<file path="config.mk">
export PLATFORM = sky130hd
export DESIGN_NAME = clq_multi_flat
export DESIGN_NICKNAME = d
export VERILOG_FILES = /design/src/rtl/clq_multi_if.sv /design/src/rtl/clq_multi.sv /design/src/flat_wrapper.sv
export SDC_FILE = /design/constraint.sdc
export NUM_CORES = 1
export LEC_CHECK = 0
export BUFFER_PORTS_ARGS = -buffer_cell sky130_fd_sc_hd__buf_2
export CORE_MARGIN = 4
export CORE_UTILIZATION = 45
export DETAILED_ROUTE_END_ITERATION = 8
export GPL_TIMING_DRIVEN = 0
export PLACE_DENSITY = 0.73
export SKIP_CTS_REPAIR_TIMING = 1
export SKIP_LAST_GASP = 1
export SYNTH_ARGS = -nofsm -noshare
export SYNTH_HDL_FRONTEND = slang
export SYNTH_SLANG_ARGS = --single-unit
</file>
<file path="constraint.sdc">
create_clock -name clk -period 3.94 [get_ports clk]
set_input_delay 0.788 -clock clk [delete_from_list [all_inputs] [get_ports clk]]
set_output_delay 0.788 -clock clk [all_outputs]
set_load 0.05 [all_outputs]
</file>
<file path="src/rtl/clq_multi_if.sv">
// Bundle of handshake, push, head-write and read-port signals of the
// successor clause queue. The slave modport is the queue. The master
// modport is its driver.
interface clq_multi_if #(
  parameter int DEPTH   = 16,
  parameter int NUM_LIT = 32,
  parameter int NODE_W  = 32,
  parameter int LIT_W   = 8,
  parameter int NUM_RD  = 2,
  parameter int PTR_W   = $clog2(DEPTH),
  parameter int HIDX_W  = $clog2(2*NUM_LIT)
);
  logic                       clear;
  logic                       load_done;
  logic                       push_valid;
  logic [NODE_W-1:0]          push_node;
  logic                       push_ready;
  logic                       head_wr_en;
  logic [HIDX_W-1:0]          head_wr_idx;
  logic [PTR_W-1:0]           head_wr_ptr;
  logic                       head_wr_vld;
  logic                       uc_valid;
  logic signed [LIT_W-1:0]    uc_lit;
  logic                       uc_ready;
  logic                       rsp_valid;
  logic                       rsp_ready;
  logic [PTR_W-1:0]           rsp_ptr;
  logic                       rsp_hit;
  logic                       rsp_err;
  logic [NUM_RD*PTR_W-1:0]    rd_idx;
  logic [NUM_RD-1:0]          rd_en;
  logic [NUM_RD*NODE_W-1:0]   rd_node;
  logic [NUM_RD-1:0]          rd_node_valid;
  logic [PTR_W:0]             count;
  logic                       mode_active;

  modport slave (
    input  clear, load_done, push_valid, push_node,
    input  head_wr_en, head_wr_idx, head_wr_ptr, head_wr_vld,
    input  uc_valid, uc_lit, rsp_ready, rd_idx, rd_en,
    output push_ready, uc_ready, rsp_valid, rsp_ptr, rsp_hit, rsp_err,
    output rd_node, rd_node_valid, count, mode_active
  );

  modport master (
    output clear, load_done, push_valid, push_node,
    output head_wr_en, head_wr_idx, head_wr_ptr, head_wr_vld,
    output uc_valid, uc_lit, rsp_ready, rd_idx, rd_en,
    input  push_ready, uc_ready, rsp_valid, rsp_ptr, rsp_hit, rsp_err,
    input  rd_node, rd_node_valid, count, mode_active
  );
endinterface

</file>
<file path="src/rtl/clq_multi.sv">
// Successor clause queue. It holds the CNF node buffer, which is filled during
// LOAD, and a per-literal head-pointer table. It serves unit-clause lookups
// with a single registered response stage. It also gives each BCP engine its
// own registered node-read port.
module clq_multi #(
  parameter int DEPTH   = 16,
  parameter int NUM_LIT = 32,
  parameter int NODE_W  = 32,
  parameter int LIT_W   = 8,
  parameter int NUM_RD  = 2,
  parameter int PTR_W   = $clog2(DEPTH),
  parameter int HIDX_W  = $clog2(2*NUM_LIT)
) (
  input logic         clk,
  input logic         rst_n,
  clq_multi_if.slave  bus
);
  typedef enum logic {ST_LOAD, ST_ACTIVE} state_t;

  state_t                 state;
  logic [PTR_W-1:0]       tail;
  logic [PTR_W:0]         count_q;
  logic [NODE_W-1:0]      node_buf [DEPTH];
  logic [PTR_W-1:0]       head_ptr [2*NUM_LIT];
  logic [2*NUM_LIT-1:0]   head_vld;

  logic                   push_fire;
  logic                   uc_fire;
  logic signed [LIT_W:0]  lit_ext;
  logic [LIT_W:0]         lit_mag;
  logic                   lk_err;
  logic                   lk_hit;
  logic [HIDX_W-1:0]      lk_idx;

  assign bus.mode_active = (state == ST_ACTIVE);
  assign bus.count       = count_q;
  assign bus.push_ready  = (state == ST_LOAD) && (count_q != (PTR_W+1)'(DEPTH));
  assign bus.uc_ready    = bus.mode_active && (!bus.rsp_valid || bus.rsp_ready);
  assign push_fire       = bus.push_valid && bus.push_ready;
  assign uc_fire         = bus.uc_valid && bus.uc_ready;

  // Literal to head-table index. The magnitude is one bit wider than the
  // literal, so that the most negative literal does not overflow.
  always_comb begin
    lit_ext = {bus.uc_lit[LIT_W-1], bus.uc_lit};
    lit_mag = lit_ext[LIT_W] ? -lit_ext : lit_ext;
    lk_err  = (lit_mag == '0) || (32'(lit_mag) > NUM_LIT);
    lk_idx  = lit_ext[LIT_W] ? HIDX_W'(NUM_LIT + 32'(lit_mag) - 1)
                             : HIDX_W'(32'(lit_mag) - 1);
    lk_hit  = !lk_err && head_vld[lk_idx];
  end

  // Mode FSM and fill pointers. A clear returns the block to an empty LOAD.
  always_ff @(posedge clk) begin
    // NOTE: sequential state uses non-blocking assignments only, so every
    // block samples pre-edge values regardless of evaluation order.
    if (!rst_n || bus.clear) begin
      state   <= ST_LOAD;
      tail    <= '0;
      count_q <= '0;
    end else begin
      if (state == ST_LOAD && bus.load_done) state <= ST_ACTIVE;
      if (push_fire) begin
        tail    <= tail + 1'b1;
        count_q <= count_q + 1'b1;
      end
    end
  end

  // Node buffer append. A clear leaves the stale contents in place.
  always_ff @(posedge clk) begin
    // NOTE: the buffer is zeroed only on rst_n. Reads are masked by count, so
    // stale data after a clear can never be observed.
    if (!rst_n) begin
      for (int i = 0; i < DEPTH; i++) node_buf[i] <= '0;
    end else if (push_fire && !bus.clear) begin
      node_buf[tail] <= bus.push_node;
    end
  end

  // Head table write. Only the valid bits need clearing; pointers are gated by them.
  always_ff @(posedge clk) begin
    if (!rst_n || bus.clear) begin
      head_vld <= '0;
    end else if (bus.head_wr_en && (32'(bus.head_wr_idx) < 2*NUM_LIT)) begin
      head_vld[bus.head_wr_idx] <= bus.head_wr_vld;
      head_ptr[bus.head_wr_idx] <= bus.head_wr_ptr;
    end
  end

  // Lookup response register. It loads on accept and holds until the consumer takes it.
  always_ff @(posedge clk) begin
    if (!rst_n || bus.clear) begin
      bus.rsp_valid <= 1'b0;
      bus.rsp_ptr   <= '0;
      bus.rsp_hit   <= 1'b0;
      bus.rsp_err   <= 1'b0;
    end else if (uc_fire) begin
      bus.rsp_valid <= 1'b1;
      bus.rsp_err   <= lk_err;
      bus.rsp_hit   <= lk_hit;
      bus.rsp_ptr   <= lk_hit ? head_ptr[lk_idx] : '0;
    end else if (bus.rsp_ready) begin
      bus.rsp_valid <= 1'b0;
    end
  end

  // Per-engine registered node reads. Indices at or past count return an invalid zero word.
  always_ff @(posedge clk) begin
    if (!rst_n || bus.clear) begin
      bus.rd_node_valid <= '0;
      bus.rd_node       <= '0;
    end else begin
      for (int i = 0; i < NUM_RD; i++) begin
        if (bus.rd_en[i]) begin
          if ({1'b0, bus.rd_idx[i*PTR_W +: PTR_W]} < count_q) begin
            bus.rd_node_valid[i]          <= 1'b1;
            bus.rd_node[i*NODE_W +: NODE_W] <= node_buf[bus.rd_idx[i*PTR_W +: PTR_W]];
          end else begin
            bus.rd_node_valid[i]          <= 1'b0;
            bus.rd_node[i*NODE_W +: NODE_W] <= '0;
          end
        end else begin
          bus.rd_node_valid[i] <= 1'b0;
        end
      end
    end
  end
endmodule

</file>
<file path="src/flat_wrapper.sv">
// flat-port wrapper written by rule: the top's interface ports become plain ports
module clq_multi_flat 
#(
  parameter int DEPTH   = 16,
  parameter int NUM_LIT = 32,
  parameter int NODE_W  = 32,
  parameter int LIT_W   = 8,
  parameter int NUM_RD  = 2,
  parameter int PTR_W   = $clog2(DEPTH),
  parameter int HIDX_W  = $clog2(2*NUM_LIT)
)
  (clk, rst_n, bus_clear, bus_load_done, bus_push_valid, bus_push_node, bus_head_wr_en, bus_head_wr_idx, bus_head_wr_ptr, bus_head_wr_vld, bus_uc_valid, bus_uc_lit, bus_rsp_ready, bus_rd_idx, bus_rd_en, bus_push_ready, bus_uc_ready, bus_rsp_valid, bus_rsp_ptr, bus_rsp_hit, bus_rsp_err, bus_rd_node, bus_rd_node_valid, bus_count, bus_mode_active);
  clq_multi_if #(.DEPTH(DEPTH), .NUM_LIT(NUM_LIT), .NODE_W(NODE_W), .LIT_W(LIT_W), .NUM_RD(NUM_RD), .PTR_W(PTR_W), .HIDX_W(HIDX_W)) bus_i ();
  input logic clk;
  input logic rst_n;
  input wire logic [$bits(bus_i.clear)-1:0] bus_clear;
  input wire logic [$bits(bus_i.load_done)-1:0] bus_load_done;
  input wire logic [$bits(bus_i.push_valid)-1:0] bus_push_valid;
  input wire logic [$bits(bus_i.push_node)-1:0] bus_push_node;
  input wire logic [$bits(bus_i.head_wr_en)-1:0] bus_head_wr_en;
  input wire logic [$bits(bus_i.head_wr_idx)-1:0] bus_head_wr_idx;
  input wire logic [$bits(bus_i.head_wr_ptr)-1:0] bus_head_wr_ptr;
  input wire logic [$bits(bus_i.head_wr_vld)-1:0] bus_head_wr_vld;
  input wire logic [$bits(bus_i.uc_valid)-1:0] bus_uc_valid;
  input wire logic [$bits(bus_i.uc_lit)-1:0] bus_uc_lit;
  input wire logic [$bits(bus_i.rsp_ready)-1:0] bus_rsp_ready;
  input wire logic [$bits(bus_i.rd_idx)-1:0] bus_rd_idx;
  input wire logic [$bits(bus_i.rd_en)-1:0] bus_rd_en;
  output wire logic [$bits(bus_i.push_ready)-1:0] bus_push_ready;
  output wire logic [$bits(bus_i.uc_ready)-1:0] bus_uc_ready;
  output wire logic [$bits(bus_i.rsp_valid)-1:0] bus_rsp_valid;
  output wire logic [$bits(bus_i.rsp_ptr)-1:0] bus_rsp_ptr;
  output wire logic [$bits(bus_i.rsp_hit)-1:0] bus_rsp_hit;
  output wire logic [$bits(bus_i.rsp_err)-1:0] bus_rsp_err;
  output wire logic [$bits(bus_i.rd_node)-1:0] bus_rd_node;
  output wire logic [$bits(bus_i.rd_node_valid)-1:0] bus_rd_node_valid;
  output wire logic [$bits(bus_i.count)-1:0] bus_count;
  output wire logic [$bits(bus_i.mode_active)-1:0] bus_mode_active;
  assign bus_i.clear = bus_clear;
  assign bus_i.load_done = bus_load_done;
  assign bus_i.push_valid = bus_push_valid;
  assign bus_i.push_node = bus_push_node;
  assign bus_i.head_wr_en = bus_head_wr_en;
  assign bus_i.head_wr_idx = bus_head_wr_idx;
  assign bus_i.head_wr_ptr = bus_head_wr_ptr;
  assign bus_i.head_wr_vld = bus_head_wr_vld;
  assign bus_i.uc_valid = bus_uc_valid;
  assign bus_i.uc_lit = bus_uc_lit;
  assign bus_i.rsp_ready = bus_rsp_ready;
  assign bus_i.rd_idx = bus_rd_idx;
  assign bus_i.rd_en = bus_rd_en;
  assign bus_push_ready = bus_i.push_ready;
  assign bus_uc_ready = bus_i.uc_ready;
  assign bus_rsp_valid = bus_i.rsp_valid;
  assign bus_rsp_ptr = bus_i.rsp_ptr;
  assign bus_rsp_hit = bus_i.rsp_hit;
  assign bus_rsp_err = bus_i.rsp_err;
  assign bus_rd_node = bus_i.rd_node;
  assign bus_rd_node_valid = bus_i.rd_node_valid;
  assign bus_count = bus_i.count;
  assign bus_mode_active = bus_i.mode_active;
  clq_multi #(.DEPTH(DEPTH), .NUM_LIT(NUM_LIT), .NODE_W(NODE_W), .LIT_W(LIT_W), .NUM_RD(NUM_RD), .PTR_W(PTR_W), .HIDX_W(HIDX_W)) u_core (.clk(clk), .rst_n(rst_n), .bus(bus_i));
endmodule
</file>
==> results of run 1 <==
[layout make-up]
class                   count  share of cell area [%]
repair buffers            164                   2.458
clock inverters            68                   1.669
well taps                1265                   3.209
inverters                  14                  0.1066
multi-input cells        1506                   32.95
clock buffers             108                   4.917
flip-flops and latches    915                   52.73
plain buffers             231                   1.923
diodes                      8                 0.04059
[cells in the final DEF (no fill, tap or decap), types with 5 or more instances in the layout]
cell type   count
nand2b_4        6
mux2i_1        71
mux4_2        400
nor2_1        104
nand2_1        27
buf_16         13
diode_2         8
dfxtp_1       147
edfxtp_1      768
ha_1           14
and2_1        515
buf_2         162
nand4_1         5
bufinv_16      14
xor2_1          6
o21ai_0        68
nor2b_1         5
buf_4           8
xnor2_1         8
clkinv_1       18
a21oi_1        70
clkinv_2       12
o21ai_4        12
buf_12          6
clkbuf_1      184
nand3_1        69
inv_6           6
nand2b_1        9
clkinvlp_4      6
clkbuf_16      94
o31ai_1         5
buf_1          25
inv_1          14
a22o_1         64
[worst max-delay path, cell delays in order, from the launching register on]
cell      delay [ns]
dfxtp_1         0.58
inv_1           0.09
ha_1            0.20
a41oi_1         0.77
and3_1          0.33
nand2_1         0.36
nor2_1          0.48
clkbuf_1        0.84
and2_1          0.24
[power groups by stage]
stage                     sequential (µW)  clock (µW)  combinational, µW
final                               10800        9390               2180
after global routing                10800        9870               2250
after CTS                           10800        9440               2140
after detailed placement            11000           0               2130
after global placement              11000           0               2030
after floorplan                     11000           0               1290
[how the worst max path moves through the flow]
stage                                    endpoint  slack (ns)
after floorplan            u_core.node_buf[11][0]       -0.42
after global placement    u_core.node_buf[11][24]       -2.54
after detailed placement    u_core.bus.rsp_ptr[3]       -1.30
after CTS                  u_core.node_buf[1][11]       -0.77
after global routing        u_core.bus.rsp_ptr[3]       0.006
final                      u_core.node_buf[13][4]       -0.11
[sequential cells by signal (all words and copies together) (netlist names), 2 cells and up]
signal                    flops
u_core.bus.rsp_ptr            4
u_core.head_vld              64
u_core.tail                   4
u_core.node_buf             512
u_core.head_ptr             256
u_core.bus.count              5
u_core.bus.rd_node_valid      2
u_core.bus.rd_node           64
[cells by family (layout without fill, tap and decap cells)]
group | after synthesis | after routing | synth area share (%)
flip-flops | 915 | 915 | 60.48
buffers and inverters | 245 | 585 | 2.278
AO/OA/AOI/OAI | 230 | 230 | 3.367
other | 0 | 8 | 0
XOR/XNOR | 18 | 18 | 0.4772
multiplexers | 476 | 476 | 22.74
adder cells (fa/ha/maj) | 14 | 14 | 0.4074
AND/OR/NAND/NOR | 766 | 768 | 10.25
[through the flow]
step	hold WS (ns)	setup WS (ns)	power (µW)	instance area, µm²
2_1_floorplan	0.4508	-0.4159	12280	43010
3_3_place_gp	0.4333	-2.539	13020	45310
3_5_place_dp	0.4376	-1.298	13120	45940
4_1_cts	0.3656	-0.7728	22360	49190
5_1_grt	0.3859	0.006260	22910	49310
6_report	0.3995	-0.1062	22350	49320
[metal layers]
metal  vias up  wire, µm
met3       454     16460
met2      1978     61250
met1     13570     45200
met4         8      7518
li1      10940         -
met5         -       168
==> flow_summary.yaml, run 1 <==
global_route:
  met2_usage_pct: 41.23
  grt_overflow: 0
  grt_max_degree: 65
  grt_busiest_layer: "met2"
  grtUsageMet3_pct: 8.068
  grtUsageMet1_pct: 31.79
  antenna_found_initial: 9
  first_global_vias: 27340
  grt_pass1_wl_mm: 185.1
  track_usage_pct: 25.71
floorplan:
  boundaryPins: 150
  die_h_um: 317.1
  num_rows: 113
  fp.dieW_um: 317.1
  core_mm2: 0.09487
  die_area_mm2: 0.1006
  start_util_pct: 45.32
clock_network:
  clockBufferDepth: 3
  cts-htree-levels: 3
  cts_tree: "done"
  cts_inserted_buffers: 94
  clock_latency_ns: 0.68
  cts-root-buf: "clkbuf_16"
  clkTransAtPathRegs_ns: 0.06
  cts_sinks: 915
logic_synthesis:
  synthDominantCellAreaShare_pct: 53.63
  ys_ff_latch: 915
  synth_ff_type: "edfxtp_1"
  synth_edf_count: 768
  synth_most_common_cell: "edfxtp_1"
  synth_seq_area_share_pct: 60.48
  synth_cell_types: 50
  syn_inst: 2664
  syn_avg_cell_area_um2: 16.14
  yosysWarnings: 0
  yosys-top-cells-area: "edfxtp_1 54%, mux4_2 21%, and2_1 7.5%"
  async_reset_ff_share_pct: 0
  yosys.area.top_type: "edfxtp_1"
  syn-num-nets: 2747
  synth_area_mm2: 0.04300
  ys_top_cells_by_count: "768 x edfxtp_1, 515 x and2_1, 400 x mux4_2"
timing:
  rsz0062_at_grt: "false"
  skew_ns: 0.01954
  max_freq_mhz: 247.1
  fin_crit_sh_pct: 102.7
  relSlewSlack_pct: 4.403
  min_period_ns: 4.046
  hold_viol: 0
  setup_slack_ns: -0.1062
  drv_slew: 0
  worst_pin_slew_ns: 1.434
  setup_tns_ns: -3.941
  setup_viol_count_final: 81
placed_design:
  globalplace.congestion: 0.9025
  dpl.cell_count: 4092
  hpwl_mm: 84.24
  port-buffer-count: 143
layout:
  num-fill-cells: 7588
  seq_area_mm2: 0.02600
  multi_input_area_mm2: 0.01625
  layout.nets: 3009
  area_growth_syn_to_layout_pct: 14.70
  finalNonFillerCells: 4279
  final_util_pct: 51.99
  drive_above_1_share_pct: 26.05
setup_path:
  ff2ff_path_depth: 8
  worstPathRequired_ns: 4.47
  critPathKind: "reg2reg"
  cp.arrival_ns: 4.58
  timing.rr.end: "u_core.node_buf[13][4]"
  endpoint_kind: "flop"
  r2r_start: "u_core.bus.count[0]"
  crit_fanout: 10
  cp-start-kind: "flop"
  setup.worst_path.start: "u_core.bus.count[0]"
  rrSetupSlack_ns: -0.11
min_path:
  min_path_cells: 3
  worstHoldPathType: "in2reg"
  worstHoldEndpoint: "u_core.bus.mode_active"
  worstHoldStart: "bus_load_done"
detailed_routing:
  drtAntennaViolNets: 0
  drc: 0
  wl_mm: 130.6
  dr_total_vias: 26950
  routedWlPerCell_um: 30.52
  viasPerCell: 6.298
  drt_first_pass_iters: 8
  dr.first_iter.drc_count: 3806
pwr:
  power_frac_seq_pct: 48.3
  p_per_area_mw_per_mm2: 453.3
  ir_worst_vdd_mv: 0.3666
  power_frac_comb_pct: 9.8
  p_int_uw: 16980
  switching_share_pct: 24.05
  leakage_uw: 0.01709
  clockPowerShare_pct: 42.0
  switching_power_uw: 5376
flow_run:
  drv_cap: 0
outcome:
  outcome: "finished with violations"
  violations: "setup timing"
Power figures use the tool's default switching activity.
==> inputs of run 2 (changes only) <==
Settings changed: CORE_UTILIZATION 45 to 31, PLACE_DENSITY 0.73 to 0.57.
==> run 2 against run 1 <==
  * The flow now finishes without violations
  * First-iteration DRC count decreased by 22%
  * Via count is 3.7% lower
  * Critical path depth did not move
  * Clock skew grew 0.017 ns
  * Critical endpoint is now u_core.node_buf[0][22]
  * Final area grew 1.6%
  * Largest cell class unchanged
  * Non-clock buffer count grew 3
  * Clock power is 2.9% higher
  * Hold slack about the same
==> flow_summary.yaml, run 2 (same netlist as run 1, synthesis figures left out) <==
placed_design:
  port-buffer-count: 143
  globalplace.congestion: 0.8107
  pre_cts_slack_ns: -1.427
  hpwl_mm: 92.57
detailed_routing:
  drt_first_pass_iters: 5
  drtAntennaViolNets: 0
  drc: 0
  dr_total_vias: 25940
  viasPerCell: 5.383
  dr.first_iter.drc_count: 2980
  routedWlPerCell_um: 28.74
  wl_mm: 138.5
setup_path:
  critPathKind: "reg2reg"
  cp.arrival_ns: 4.22
  rrSetupSlack_ns: 0.1
  worstPathRequired_ns: 4.32
  crit_slowest_cell: "nand2b_2"
  crit_fanout: 18
  cpLargestDelayFamily: "simple AND/OR/NAND/NOR gates"
  endpoint_kind: "flop"
  crit_chain: "inv_1 -> ha_1 -> a41oi_1 -> and3_1 -> nand2_1 -> nor3_2 -> nand2b_2 -> buf_12"
  worst-path-buf-inv: 2
  cp-start-kind: "flop"
  crit_path_max_incr_delay_ns: 0.76
floorplan:
  die_area_mm2: 0.1447
  fp.dieW_um: 380.4
  boundaryPins: 150
  num_rows: 136
  core_mm2: 0.1377
  start_util_pct: 31.24
  die_h_um: 380.4
outcome:
  outcome: "finished, final reports clean"
layout:
  seq_area_mm2: 0.02600
  reg_top3: "u_core.node_buf (512), u_core.head_ptr (256)"
  largest_reg_flops: 512
  regMostFlops: "u_core.node_buf"
  mostFrequentLayoutCells: "768 x edfxtp_1, 515 x and2_1, 400 x mux4_2, 196 x clkbuf_1, 162 x buf_2"
  final_common_cell: "edfxtp_1"
  layout.nets: 3016
  num-fill-cells: 12950
  drive_above_1_share_pct: 26.04
  area_growth_syn_to_layout_pct: 16.53
  multi_input_area_mm2: 0.01621
timing:
  min_period_ns: 3.842
  worst_pin_slew_ns: 1.388
  relSlewSlack_pct: 7.485
  skew_ns: 0.03617
  fin_crit_sh_pct: 97.51
  setup_slack_ns: 0.09826
  setup_viol_count_final: 0
  rsz0062_at_grt: "false"
  max_freq_mhz: 260.3
  hold_viol: 0
  drv_slew: 0
clock_network:
  cts-root-buf: "clkbuf_16"
  clockBufferDepth: 3
  cts_tree: "done"
  cts_sinks: 915
  cts-htree-levels: 3
  clock_latency_ns: 0.72
  cts_inserted_buffers: 100
  clkTransAtPathRegs_ns: 0.06
global_route:
  track_usage_pct: 18.85
  grt_max_degree: 65
  first_global_vias: 26150
  antenna_found_initial: 24
  grt_overflow: 0
  grt_pass1_wl_mm: 195.0
min_path:
  worstHoldPathType: "in2reg"
pwr:
  leakage_uw: 0.01717
  finalPower_uw: 22640
  p_per_area_mw_per_mm2: 451.8
  ir_worst_vdd_mv: 0.3074
flow_run:
  drv_cap: 0
[run 2: cell types whose count changed in the layout (fill, tap and decap cells not counted), sizes merged, moves of 2 or more]
| cell | change |
|---|---|
| clkbuf | +23 |
| bufinv | -2 |
| nand2b | -2 |
| clkinvlp | -3 |
| inv | -3 |
[run 2: path summary, 6_finish.rpt]
path,startpoint,depth (start not counted),to
setup reg to reg,u_core.bus.count[0],8,u_core.node_buf[0][22]
hold / removal,bus_load_done,3,u_core.bus.mode_active
setup / recovery,u_core.bus.count[0],8,u_core.node_buf[0][22]
hold reg to reg,u_core.bus.rd_node[52],1,u_core.bus.rd_node[52]
[run 2: tightest hold or removal path: stages]
cell and delay (ns):
buf_2 0.14, nor2_1 0.05, nor2_1 0.07
[run 2: area by class of cell]
cell class / instances / share of cell area, %
buffer: 231 / 1.888
timing repair buffer: 167 / 2.587
clock inverter: 60 / 1.371
tap: 1794 / 4.480
sequential: 915 / 51.90
clock buffer: 127 / 5.296
antenna: 7 / 0.03496
multi-input combinational: 1504 / 32.34
inverter: 14 / 0.1049
[run 2: per-stage QoR]
stage               area [µm²]  util [%]  setup TNS, ns  cells  hold WS, ns
global route             50100     36.39              0   4814       0.3864
finish                   50110     36.40              0   4819       0.3991
floorplan                43010         -        -158.68   2664       0.4508
global placement         45970     33.39       -1237.70   4601       0.4527
detailed placement       46660     33.89        -289.34   4623       0.4615
CTS                      50000     36.32         -46.13   4810       0.3424
[run 2: routing by layer]
layer	global-route usage, %	vias to the layer above	wire length [µm]
li1	-	10960	-
met3	5.251	272	12700
met1	25.24	13480	57020
met4	6.223	6	4577
met5	0.3638	-	95
met2	29.62	1227	64080
[run 2: report_power, final]
| part | total, µW | switching (µW) | internal, µW |
|---|---|---|---|
| clock | 9660 | 4080 | 5580 |
| sequential | 10800 | 101 | 10700 |
| combinational | 2200 | 1300 | 904 |
